## src/rtl/clause_eval_unit_if.sv

```systemverilog
// Controller <-> clause-slot bundle: load, assignment broadcast, backtrack, status and implication handshake.
// The master modport is the BCP controller; the slave modport is one clause_eval_unit.
interface clause_eval_unit_if #(
  parameter int VARIABLE_ENCODING_LEN = 3,
  parameter int MAX_CLAUSE_SIZE       = 3,
  parameter int CLAUSE_ID_LEN         = 4,
  parameter int LEVEL_LEN             = 4
);
  logic                                             update_clause_i;
  logic [CLAUSE_ID_LEN-1:0]                         clause_id_to_set_i;
  logic [VARIABLE_ENCODING_LEN*MAX_CLAUSE_SIZE-1:0] set_variable_id_i;
  logic [MAX_CLAUSE_SIZE-1:0]                       set_variable_polarity_i;
  logic                                             update_assignment_i;
  logic [VARIABLE_ENCODING_LEN-1:0]                 decision_variable_id_i;
  logic                                             decision_assignment_i;
  logic [LEVEL_LEN-1:0]                             decision_level_i;
  logic                                             backtrack_i;
  logic [LEVEL_LEN-1:0]                             backtrack_level_i;
  logic                                             clause_SAT_o;
  logic                                             conflict_o;
  logic                                             unit_o;
  logic                                             implication_valid_o;
  logic                                             implication_ready_i;
  logic [VARIABLE_ENCODING_LEN-1:0]                 implication_variable_id_o;
  logic                                             implication_assignment_o;

  modport master (
    output update_clause_i, clause_id_to_set_i, set_variable_id_i, set_variable_polarity_i,
    output update_assignment_i, decision_variable_id_i, decision_assignment_i, decision_level_i,
    output backtrack_i, backtrack_level_i, implication_ready_i,
    input  clause_SAT_o, conflict_o, unit_o, implication_valid_o,
    input  implication_variable_id_o, implication_assignment_o
  );

  modport slave (
    input  update_clause_i, clause_id_to_set_i, set_variable_id_i, set_variable_polarity_i,
    input  update_assignment_i, decision_variable_id_i, decision_assignment_i, decision_level_i,
    input  backtrack_i, backtrack_level_i, implication_ready_i,
    output clause_SAT_o, conflict_o, unit_o, implication_valid_o,
    output implication_variable_id_o, implication_assignment_o
  );
endinterface

```

## src/rtl/clause_eval_unit.sv

```systemverilog
// One clause slot of the BCP accelerator: literal state, SAT/conflict/unit status and a unit-implication offer.
// Define CLAUSE_LEVEL_TRACK_EN for per-literal decision levels and selective backtrack; otherwise backtrack clears the clause.
module clause_eval_unit #(
  parameter int MAX_VARIABLE_ID       = 4,
  parameter int VARIABLE_ENCODING_LEN = $clog2(MAX_VARIABLE_ID + 1),
  parameter int MAX_CLAUSE_SIZE       = 3,
  parameter int MAX_CLAUSE            = 16,
  parameter int CLAUSE_ID             = 0,
  parameter int CLAUSE_ID_LEN         = $clog2(MAX_CLAUSE),
  parameter int MAX_LEVEL             = 15,
  parameter int LEVEL_LEN             = $clog2(MAX_LEVEL + 1)
) (
  input logic               clk_i,
  input logic               rst_i,
  clause_eval_unit_if.slave bus
);
  localparam int VEL     = VARIABLE_ENCODING_LEN;
  localparam int CNT_LEN = $clog2(MAX_CLAUSE_SIZE + 1);

  typedef enum logic [1:0] {EMPTY, EVAL, OFFER, SENT} hs_state_t;

  logic [VEL-1:0]             ids [MAX_CLAUSE_SIZE];
  logic [MAX_CLAUSE_SIZE-1:0] pol;
  logic [1:0]                 asg [MAX_CLAUSE_SIZE];
  logic                       in_use;
  hs_state_t                  state;
  hs_state_t                  state_next;

  logic                       load_hit;
  logic                       do_backtrack;
  logic                       do_assign;
  logic                       assign_changed;
  logic [MAX_CLAUSE_SIZE-1:0] used;
  logic [MAX_CLAUSE_SIZE-1:0] lit_true;
  logic [MAX_CLAUSE_SIZE-1:0] unassigned;
  logic [MAX_CLAUSE_SIZE-1:0] hit;
  logic [CNT_LEN-1:0]         n_unassigned;
  logic [VEL-1:0]             open_id;
  logic                       open_pol;
  logic                       sat;
  logic                       conflict;
  logic                       unit;
  logic                       valid;

  // Same-cycle priority: reset, load, backtrack, assignment; the loser is dropped.
  assign load_hit       = bus.update_clause_i && (bus.clause_id_to_set_i == CLAUSE_ID_LEN'(CLAUSE_ID));
  assign do_backtrack   = bus.backtrack_i && !load_hit;
  assign do_assign      = bus.update_assignment_i && !bus.backtrack_i && !load_hit;
  assign assign_changed = do_assign && (|hit);

  always_comb begin
    used       = '0;
    lit_true   = '0;
    unassigned = '0;
    hit        = '0;
    for (int k = 0; k < MAX_CLAUSE_SIZE; k++) begin
      used[k]       = (ids[k] != '0);
      lit_true[k]   = used[k] && asg[k][1] && (asg[k][0] == pol[k]);
      unassigned[k] = used[k] && !asg[k][1];
      hit[k]        = unassigned[k] && (ids[k] == bus.decision_variable_id_i);
    end
  end

  // Unused slots never count as open, so they behave as assigned-false literals.
  always_comb begin
    n_unassigned = '0;
    open_id      = '0;
    open_pol     = 1'b0;
    for (int k = 0; k < MAX_CLAUSE_SIZE; k++) begin
      if (unassigned[k]) begin
        n_unassigned = n_unassigned + CNT_LEN'(1);
        open_id      = ids[k];
        open_pol     = pol[k];
      end
    end
  end

  assign sat      = !in_use || (|lit_true);
  assign conflict = in_use && !(|lit_true) && (n_unassigned == '0);
  assign unit     = in_use && !(|lit_true) && (n_unassigned == CNT_LEN'(1));

`ifdef CLAUSE_LEVEL_TRACK_EN
  logic [LEVEL_LEN-1:0] lvl [MAX_CLAUSE_SIZE];

  always_ff @(posedge clk_i) begin
    if (rst_i) begin
      for (int k = 0; k < MAX_CLAUSE_SIZE; k++) lvl[k] <= '0;
    end else if (do_assign) begin
      for (int k = 0; k < MAX_CLAUSE_SIZE; k++) begin
        if (hit[k]) lvl[k] <= bus.decision_level_i;
      end
    end
  end
`else
  logic unused_levels;
  assign unused_levels = ^{bus.decision_level_i, bus.backtrack_level_i};
`endif

  always_ff @(posedge clk_i) begin
    if (rst_i) begin
      in_use <= 1'b0;
      pol    <= '0;
      for (int k = 0; k < MAX_CLAUSE_SIZE; k++) begin
        ids[k] <= '0;
        asg[k] <= '0;
      end
    end else if (load_hit) begin
      in_use <= 1'b1;
      pol    <= bus.set_variable_polarity_i;
      for (int k = 0; k < MAX_CLAUSE_SIZE; k++) begin
        ids[k] <= bus.set_variable_id_i[k*VEL +: VEL];
        asg[k] <= '0;
      end
    end else if (do_backtrack) begin
      for (int k = 0; k < MAX_CLAUSE_SIZE; k++) begin
`ifdef CLAUSE_LEVEL_TRACK_EN
        if (lvl[k] > bus.backtrack_level_i) asg[k] <= '0;
`else
        asg[k] <= '0;
`endif
      end
    end else if (do_assign) begin
      // An already-assigned literal keeps its value until a backtrack.
      for (int k = 0; k < MAX_CLAUSE_SIZE; k++) begin
        if (hit[k]) asg[k] <= {1'b1, bus.decision_assignment_i};
      end
    end
  end

  always_ff @(posedge clk_i) begin
    if (rst_i) state <= EMPTY;
    else       state <= state_next;
  end

  // SENT holds off a repeat offer until the clause changes under it.
  always_comb begin
    state_next = state;
    if (load_hit) begin
      state_next = EVAL;
    end else begin
      case (state)
        EMPTY: state_next = state;
        EVAL:  if (unit) state_next = OFFER;
        OFFER: begin
          if (!unit)                        state_next = EVAL;
          else if (bus.implication_ready_i) state_next = SENT;
        end
        SENT:  if (do_backtrack || assign_changed) state_next = EVAL;
        default: state_next = EMPTY;
      endcase
    end
    valid = (state == OFFER) && unit;
  end

  assign bus.clause_SAT_o              = sat;
  assign bus.conflict_o                = conflict;
  assign bus.unit_o                    = unit;
  assign bus.implication_valid_o       = valid;
  assign bus.implication_variable_id_o = unit ? open_id : '0;
  assign bus.implication_assignment_o  = unit && open_pol;
endmodule
```

## src/flat_wrapper.sv

```systemverilog
// flat-port wrapper written by rule: the top's interface ports become plain ports
module clause_eval_unit_flat 
#(
  parameter int MAX_VARIABLE_ID       = 4,
  parameter int VARIABLE_ENCODING_LEN = $clog2(MAX_VARIABLE_ID + 1),
  parameter int MAX_CLAUSE_SIZE       = 3,
  parameter int MAX_CLAUSE            = 16,
  parameter int CLAUSE_ID             = 0,
  parameter int CLAUSE_ID_LEN         = $clog2(MAX_CLAUSE),
  parameter int MAX_LEVEL             = 15,
  parameter int LEVEL_LEN             = $clog2(MAX_LEVEL + 1)
)
  (clk_i, rst_i, bus_update_clause_i, bus_clause_id_to_set_i, bus_set_variable_id_i, bus_set_variable_polarity_i, bus_update_assignment_i, bus_decision_variable_id_i, bus_decision_assignment_i, bus_decision_level_i, bus_backtrack_i, bus_backtrack_level_i, bus_implication_ready_i, bus_clause_SAT_o, bus_conflict_o, bus_unit_o, bus_implication_valid_o, bus_implication_variable_id_o, bus_implication_assignment_o);
  clause_eval_unit_if #(.VARIABLE_ENCODING_LEN(VARIABLE_ENCODING_LEN), .MAX_CLAUSE_SIZE(MAX_CLAUSE_SIZE), .CLAUSE_ID_LEN(CLAUSE_ID_LEN), .LEVEL_LEN(LEVEL_LEN)) bus_i ();
  input logic clk_i;
  input logic rst_i;
  input wire logic [$bits(bus_i.update_clause_i)-1:0] bus_update_clause_i;
  input wire logic [$bits(bus_i.clause_id_to_set_i)-1:0] bus_clause_id_to_set_i;
  input wire logic [$bits(bus_i.set_variable_id_i)-1:0] bus_set_variable_id_i;
  input wire logic [$bits(bus_i.set_variable_polarity_i)-1:0] bus_set_variable_polarity_i;
  input wire logic [$bits(bus_i.update_assignment_i)-1:0] bus_update_assignment_i;
  input wire logic [$bits(bus_i.decision_variable_id_i)-1:0] bus_decision_variable_id_i;
  input wire logic [$bits(bus_i.decision_assignment_i)-1:0] bus_decision_assignment_i;
  input wire logic [$bits(bus_i.decision_level_i)-1:0] bus_decision_level_i;
  input wire logic [$bits(bus_i.backtrack_i)-1:0] bus_backtrack_i;
  input wire logic [$bits(bus_i.backtrack_level_i)-1:0] bus_backtrack_level_i;
  input wire logic [$bits(bus_i.implication_ready_i)-1:0] bus_implication_ready_i;
  output wire logic [$bits(bus_i.clause_SAT_o)-1:0] bus_clause_SAT_o;
  output wire logic [$bits(bus_i.conflict_o)-1:0] bus_conflict_o;
  output wire logic [$bits(bus_i.unit_o)-1:0] bus_unit_o;
  output wire logic [$bits(bus_i.implication_valid_o)-1:0] bus_implication_valid_o;
  output wire logic [$bits(bus_i.implication_variable_id_o)-1:0] bus_implication_variable_id_o;
  output wire logic [$bits(bus_i.implication_assignment_o)-1:0] bus_implication_assignment_o;
  assign bus_i.update_clause_i = bus_update_clause_i;
  assign bus_i.clause_id_to_set_i = bus_clause_id_to_set_i;
  assign bus_i.set_variable_id_i = bus_set_variable_id_i;
  assign bus_i.set_variable_polarity_i = bus_set_variable_polarity_i;
  assign bus_i.update_assignment_i = bus_update_assignment_i;
  assign bus_i.decision_variable_id_i = bus_decision_variable_id_i;
  assign bus_i.decision_assignment_i = bus_decision_assignment_i;
  assign bus_i.decision_level_i = bus_decision_level_i;
  assign bus_i.backtrack_i = bus_backtrack_i;
  assign bus_i.backtrack_level_i = bus_backtrack_level_i;
  assign bus_i.implication_ready_i = bus_implication_ready_i;
  assign bus_clause_SAT_o = bus_i.clause_SAT_o;
  assign bus_conflict_o = bus_i.conflict_o;
  assign bus_unit_o = bus_i.unit_o;
  assign bus_implication_valid_o = bus_i.implication_valid_o;
  assign bus_implication_variable_id_o = bus_i.implication_variable_id_o;
  assign bus_implication_assignment_o = bus_i.implication_assignment_o;
  clause_eval_unit #(.MAX_VARIABLE_ID(MAX_VARIABLE_ID), .VARIABLE_ENCODING_LEN(VARIABLE_ENCODING_LEN), .MAX_CLAUSE_SIZE(MAX_CLAUSE_SIZE), .MAX_CLAUSE(MAX_CLAUSE), .CLAUSE_ID(CLAUSE_ID), .CLAUSE_ID_LEN(CLAUSE_ID_LEN), .MAX_LEVEL(MAX_LEVEL), .LEVEL_LEN(LEVEL_LEN)) u_core (.clk_i(clk_i), .rst_i(rst_i), .bus(bus_i));
endmodule
```

## config.mk

```make
export PLATFORM = sky130hd
export DESIGN_NAME = clause_eval_unit_flat
export DESIGN_NICKNAME = d
export VERILOG_FILES = /design/src/rtl/clause_eval_unit_if.sv /design/src/rtl/clause_eval_unit.sv /design/src/flat_wrapper.sv
export SDC_FILE = /design/constraint.sdc
export NUM_CORES = 1
export LEC_CHECK = 0
export ABC_CLOCK_PERIOD_IN_PS = 3000
export CORE_ASPECT_RATIO = 0.6
export CORE_MARGIN = 2
export CORE_UTILIZATION = 42
export CTS_CLUSTER_DIAMETER = 120
export DETAILED_ROUTE_END_ITERATION = 16
export PLACE_DENSITY_LB_ADDON = 0.05
export SLEW_MARGIN = 10
export SYNTH_ARGS = -nofsm -noshare
export SYNTH_HDL_FRONTEND = slang
export SYNTH_SLANG_ARGS = --single-unit
export TNS_END_PERCENT = 50
```

## constraint.sdc

```tcl
create_clock -name clk_i -period 3 [get_ports clk_i]
set_input_delay 0.6 -clock clk_i [delete_from_list [all_inputs] [get_ports clk_i]]
set_output_delay 0.6 -clock clk_i [all_outputs]
set_load 0.01 [all_outputs]
```

After elaboration in Yosys (flattened, before gate mapping)

Memories as Yosys holds them, arrays and structs flattened.
Index checks and enable logic that the tools add are counted.

Flip-flop bits (word level): 6
Memory bits (writable): 15
Bits of input ports: 34
Output and inout port bits: 8
Word-level logic and storage cells: 135
Memories kept: 2

$add $sub $neg: 2
Equal/unequal tests: 17
Muxes and demuxes: 55
Bitwise logic cells: 13
Reductions and logical operators: 42

Memories:

| name       | depth | width | rd ports | clocked after Yosys merged registers in | write ports | line                   | source |
|---|---|---|---|---|---|---|---|
| u_core.ids | 3     | 3     | 3        | 0                                       | 3           | clause_eval_unit.sv:22 | `logic [VEL-1:0] ids [MAX_CLAUSE_SIZE];` |
| u_core.asg | 3     | 2     | 3        | 0                                       | 3           | clause_eval_unit.sv:24 | `logic [1:0] asg [MAX_CLAUSE_SIZE];` |

Operator list:

| operator              | count |
|---|---|
| $mux W1               | 32 |
| $mux W2               | 15 |
| $logic_and A1 B1 Y1   | 22 |
| $mux W3               | 7 |
| $or A1 B1 Y1          | 12 |
| $eq A3 B3 Y1          | 3 |
| $reduce_bool A3 Y1    | 3 |
| $reduce_and A4 Y1     | 2 |
| $logic_not A1 Y1      | 7 |
| $ne A2 B1 Y1 const B  | 3 |
| $ne A3 B1 Y1 const B  | 2 |
| $pmux W2 S3           | 1 |
| $reduce_or A3 Y1      | 2 |
| $eq A2 B1 Y1 const B  | 2 |
| $eq A2 B2 Y1 const B  | 2 |
| $logic_not A2 Y1      | 2 |
| $logic_not A4 Y1      | 1 |
| $ne A4 B3 Y1 const B  | 1 |
| $eq A1 B1 Y1          | 3 |
| $ne A3 B3 Y1 const B  | 1 |
| $add A1 B1 Y2 const B | 1 |
| $add A2 B1 Y2 const B | 1 |
| $logic_or A1 B1 Y1    | 2 |
| $reduce_or A2 Y1      | 1 |
| $not A1 Y1            | 1 |

Longest topological paths before layout

An unclocked memory read counts as a cell.

Word-level depth: 13
Depth in mapped cells: 9
Gate-level depth less buffers: 9

Worst setup path before layout

OpenSTA, ideal clock, no wires.

Kind: register to output
From: memory u_core.ids[0][5] (netlist name)
To: output bus_implication_assignment_o
Data arrival time: 2265 ps
Required time: 2400 ps
Slack: 135 ps
Stages on the path, launching flop included: 9
Path buffers: 0
Cell sequence: edfxtp_1 > or3_4 > nand2_2 > inv_1 > ha_1 > or2b_2 > o22ai_1 > nand2_1 > nor3_1

RTL lines:

| element            | line                   | source |
|---|---|---|
| start: declaration | clause_eval_unit.sv:22 |  |
| end: declaration   | flat_wrapper.sv:33     | `output wire logic [$bits(bus_i.implication_assignment_o)-1:0] bus_implication_assignment_o;` |

==> reports/metrics.yaml <==
outcome:
  status: "finished, violations left"
  violations: "setup timing"
power_and_ir_drop:
  p_switching_mw: 0.202
  p_clk_frac: 0.280
  p_sw_frac: 0.283
  p_leak_nw: 0.765
  p_seq_frac: 0.473
  p_per_area_nw_per_um2: 373
  ir_drop_uv: 235
  pwr-share-comb: 0.248
  p_int_mw: 0.512
setup_path:
  cp_cell_sequence: "nor3_2 > nor2_2 > inv_1 > ha_4 > or3b_4 > o22ai_4 > nand2_4 > nor3_4 > buf_2"
  cp.arrival_ns: 2.43
  cp-start-kind: "flop"
  worstSetupPathType: "flop to primary output"
  critPathSlowestCell: "edfxtp_1"
  r2r_cells: 9
  r2r_slack_ns: 0.88
  critPathRequiredTime_ns: 2.40
  endpoint_kind: "primary output"
  critPathMaxStageDelay_ns: 0.43
  crit_fanout: 5
floorplan:
  io_pins: 42
  rows: 15
  dieArea_sq_um: 3560
  die_w_um: 75.7
  die_h_um: 47.0
  initial_core_util: 0.446
  core_sq_um: 2910
layout:
  drive_above_1_share: 0.326
  area_growth_pct: 47.9
  diodes: 0
  fin_nets: 215
  fill_cells: 236
  final_cell_area_sq_um: 1920
global_routing:
  grt_start_max_net_pins: 14
  grt_pass1_wl_um: 4930
  grt_pass1_vias: 1025
  overflow: 0
  antenna_found_initial: 0
  grtUsageTotal: 0.194
synthesis:
  syn_area_sq_um: 1300
  synthTopCellsByCount: "edfxtp_1, nor2_1, and2_1, xor2_1, nand2_1"
  synth_area_leaders: "edfxtp_1, dfxtp_1, xor2_1"
  synth-edff-count: 15
  synth_fp_nets: 160
  postSynthAreaPerCell_sq_um: 10.5
  synth_area_leader_cell: "edfxtp_1"
  synth.distinct_cells: 40
  synthCells: 124
  synth_warnings: 0
  synth_top_area_frac: 0.347
  synth_ff_type: "edfxtp_1"
  ys_seq_area_frac: 0.440
  yosys_register_bits: 21
  async_flop_share: 0
clocking:
  clk_transition_reported_paths_ns: 0.09
  htreeDepth: 1
  cts_hold_buf: 0
  cts_buffer_depth: 2
  cts.sinks: 21
  cts_inserted_buffers: 3
  cts_root_buffer: "clkbuf_8"
  cts_tree: "done"
  clkLatencyLatePin_ns: 0.27
timing:
  grt_setup_unrepaired: "true"
  finalSetupViolCount: 2
  period_minus_slack_ns: 3.03
  fmax_mhz: 330
  tns_ns: -0.0383
  worst_pin_slew_ns: 0.584
  layout_setup_ws_ns: -0.0278
  fin_skew_ns: 0.00595
  slew_violations: 0
  slew_headroom: 0.607
  final_min_period_over_clock_period: 1.01
  hold_viol_final: 0
placement:
  port_buffers: 33
  routabilityCongestion: 0.865
  place_ws_ns: -0.305
  place_area_sq_um: 1780
  place_hpwl_um: 2530
detailed_routing:
  wl_per_cell_um: 14.5
  ant_nets: 0
  drtIter0Drc: 34
  drc: 0
  viasPerCell: 5.00
  wl_um: 3190
  dr.pass1.iters: 4
  vias: 1100
min_path:
  holdCritPathClass: "flop to flop"
  whs_path_depth: 2
run:
  maxCapViolCount: 0
-- power by group through the flow --
stage,combinational (mW),clock [mW],sequential (mW)
after floorplan,0.0713,0,0.341
after global placement,0.143,0,0.343
after detailed placement,0.148,0,0.343
after CTS,0.157,0.201,0.337
after global routing,0.189,0.214,0.339
final,0.177,0.200,0.338
-- flip-flops by register name (all words and copies together), names as in the netlist --
register,flops
u_core.pol,3
u_core.in_use,1
u_core.asg,6
u_core.state,2
u_core.ids,9
-- worst max-delay path: cells and delay by family (launching register included) --
| family | cells | cell delay (ns) |
|---|---|---|
| AO/OA/AOI/OAI | 1 | 0.20 |
| adder cells (fa/ha/maj) | 1 | 0.16 |
| buffers and inverters | 2 | 0.29 |
| flip-flops | 1 | 0.43 |
| AND/OR/NAND/NOR | 5 | 1.08 |
-- cells in the final DEF (no fill, tap or decap), types with 3 or more instances in the layout --
cell type / instances
clkdlybuf4s50_1: 25
inv_1: 4
nor3_2: 3
a221oi_1: 3
buf_2: 5
nor2_1: 14
mux2i_1: 3
and2_1: 11
edfxtp_1: 15
nor2b_1: 3
nand2_1: 8
xor2_1: 11
nor3_1: 3
dfxtp_1: 6
clkbuf_8: 3
buf_4: 19
-- what timing repair did --
action / 4_1_cts / 5_1_grt
gates resized for setup: 30 / 16
setup buffers: 0 / 3
pin swaps: 7 / 8
endpoints found under the setup margin: 7 / 6
-- layer usage --
metal	share of wire	wire [um]	up-vias	GRT usage
met5	0	0	-	0
met4	0.0028	9	0	0.0211
met3	0.044	142	2	0.0515
met2	0.45	1440	22	0.315
met1	0.50	1610	521	0.274
li1	-	-	555	-
-- area by class of cell --
cell class | instances | area (sq um) | share of cell area
Multi-Input combinational cell | 94 | 772 | 0.403
Sequential cell | 21 | 571 | 0.298
Timing Repair Buffer | 52 | 444 | 0.232
Tap cell | 42 | 52.6 | 0.0274
Clock buffer | 3 | 41.3 | 0.0215
Inverter | 7 | 28.8 | 0.0150
Clock inverter | 1 | 7.51 | 0.00392
-- worst paths after layout --
check / from / to
worst max register to register: u_core.ids[0][1] / u_core.state[1]
worst min-delay path: u_core.in_use / u_core.in_use
worst min register to register: u_core.in_use / u_core.in_use
worst max-delay path: u_core.ids[0][1] / bus_implication_variable_id_o[2]
-- metrics by stage --
stage	total power, mW	hold WS, ns	util	instances
6_report	0.714	0.516	0.659	220
5_1_grt	0.743	0.569	0.659	220
4_1_cts	0.695	0.511	0.636	217
3_5_place_dp	0.491	0.493	0.611	213
3_3_place_gp	0.486	0.484	0.611	213
2_1_floorplan	0.413	0.458	-	124
-- kinds of logic after synthesis --
kind of cell    Yosys count  synth area share
simple gates             61             0.266
compound gates           16             0.132
buf+inv                   9            0.0376
fa+ha+maj                 2            0.0193
mux                       3            0.0232
xor+xnor                 12            0.0811
flops                    21             0.440
(Power assumes the default switching activity.)
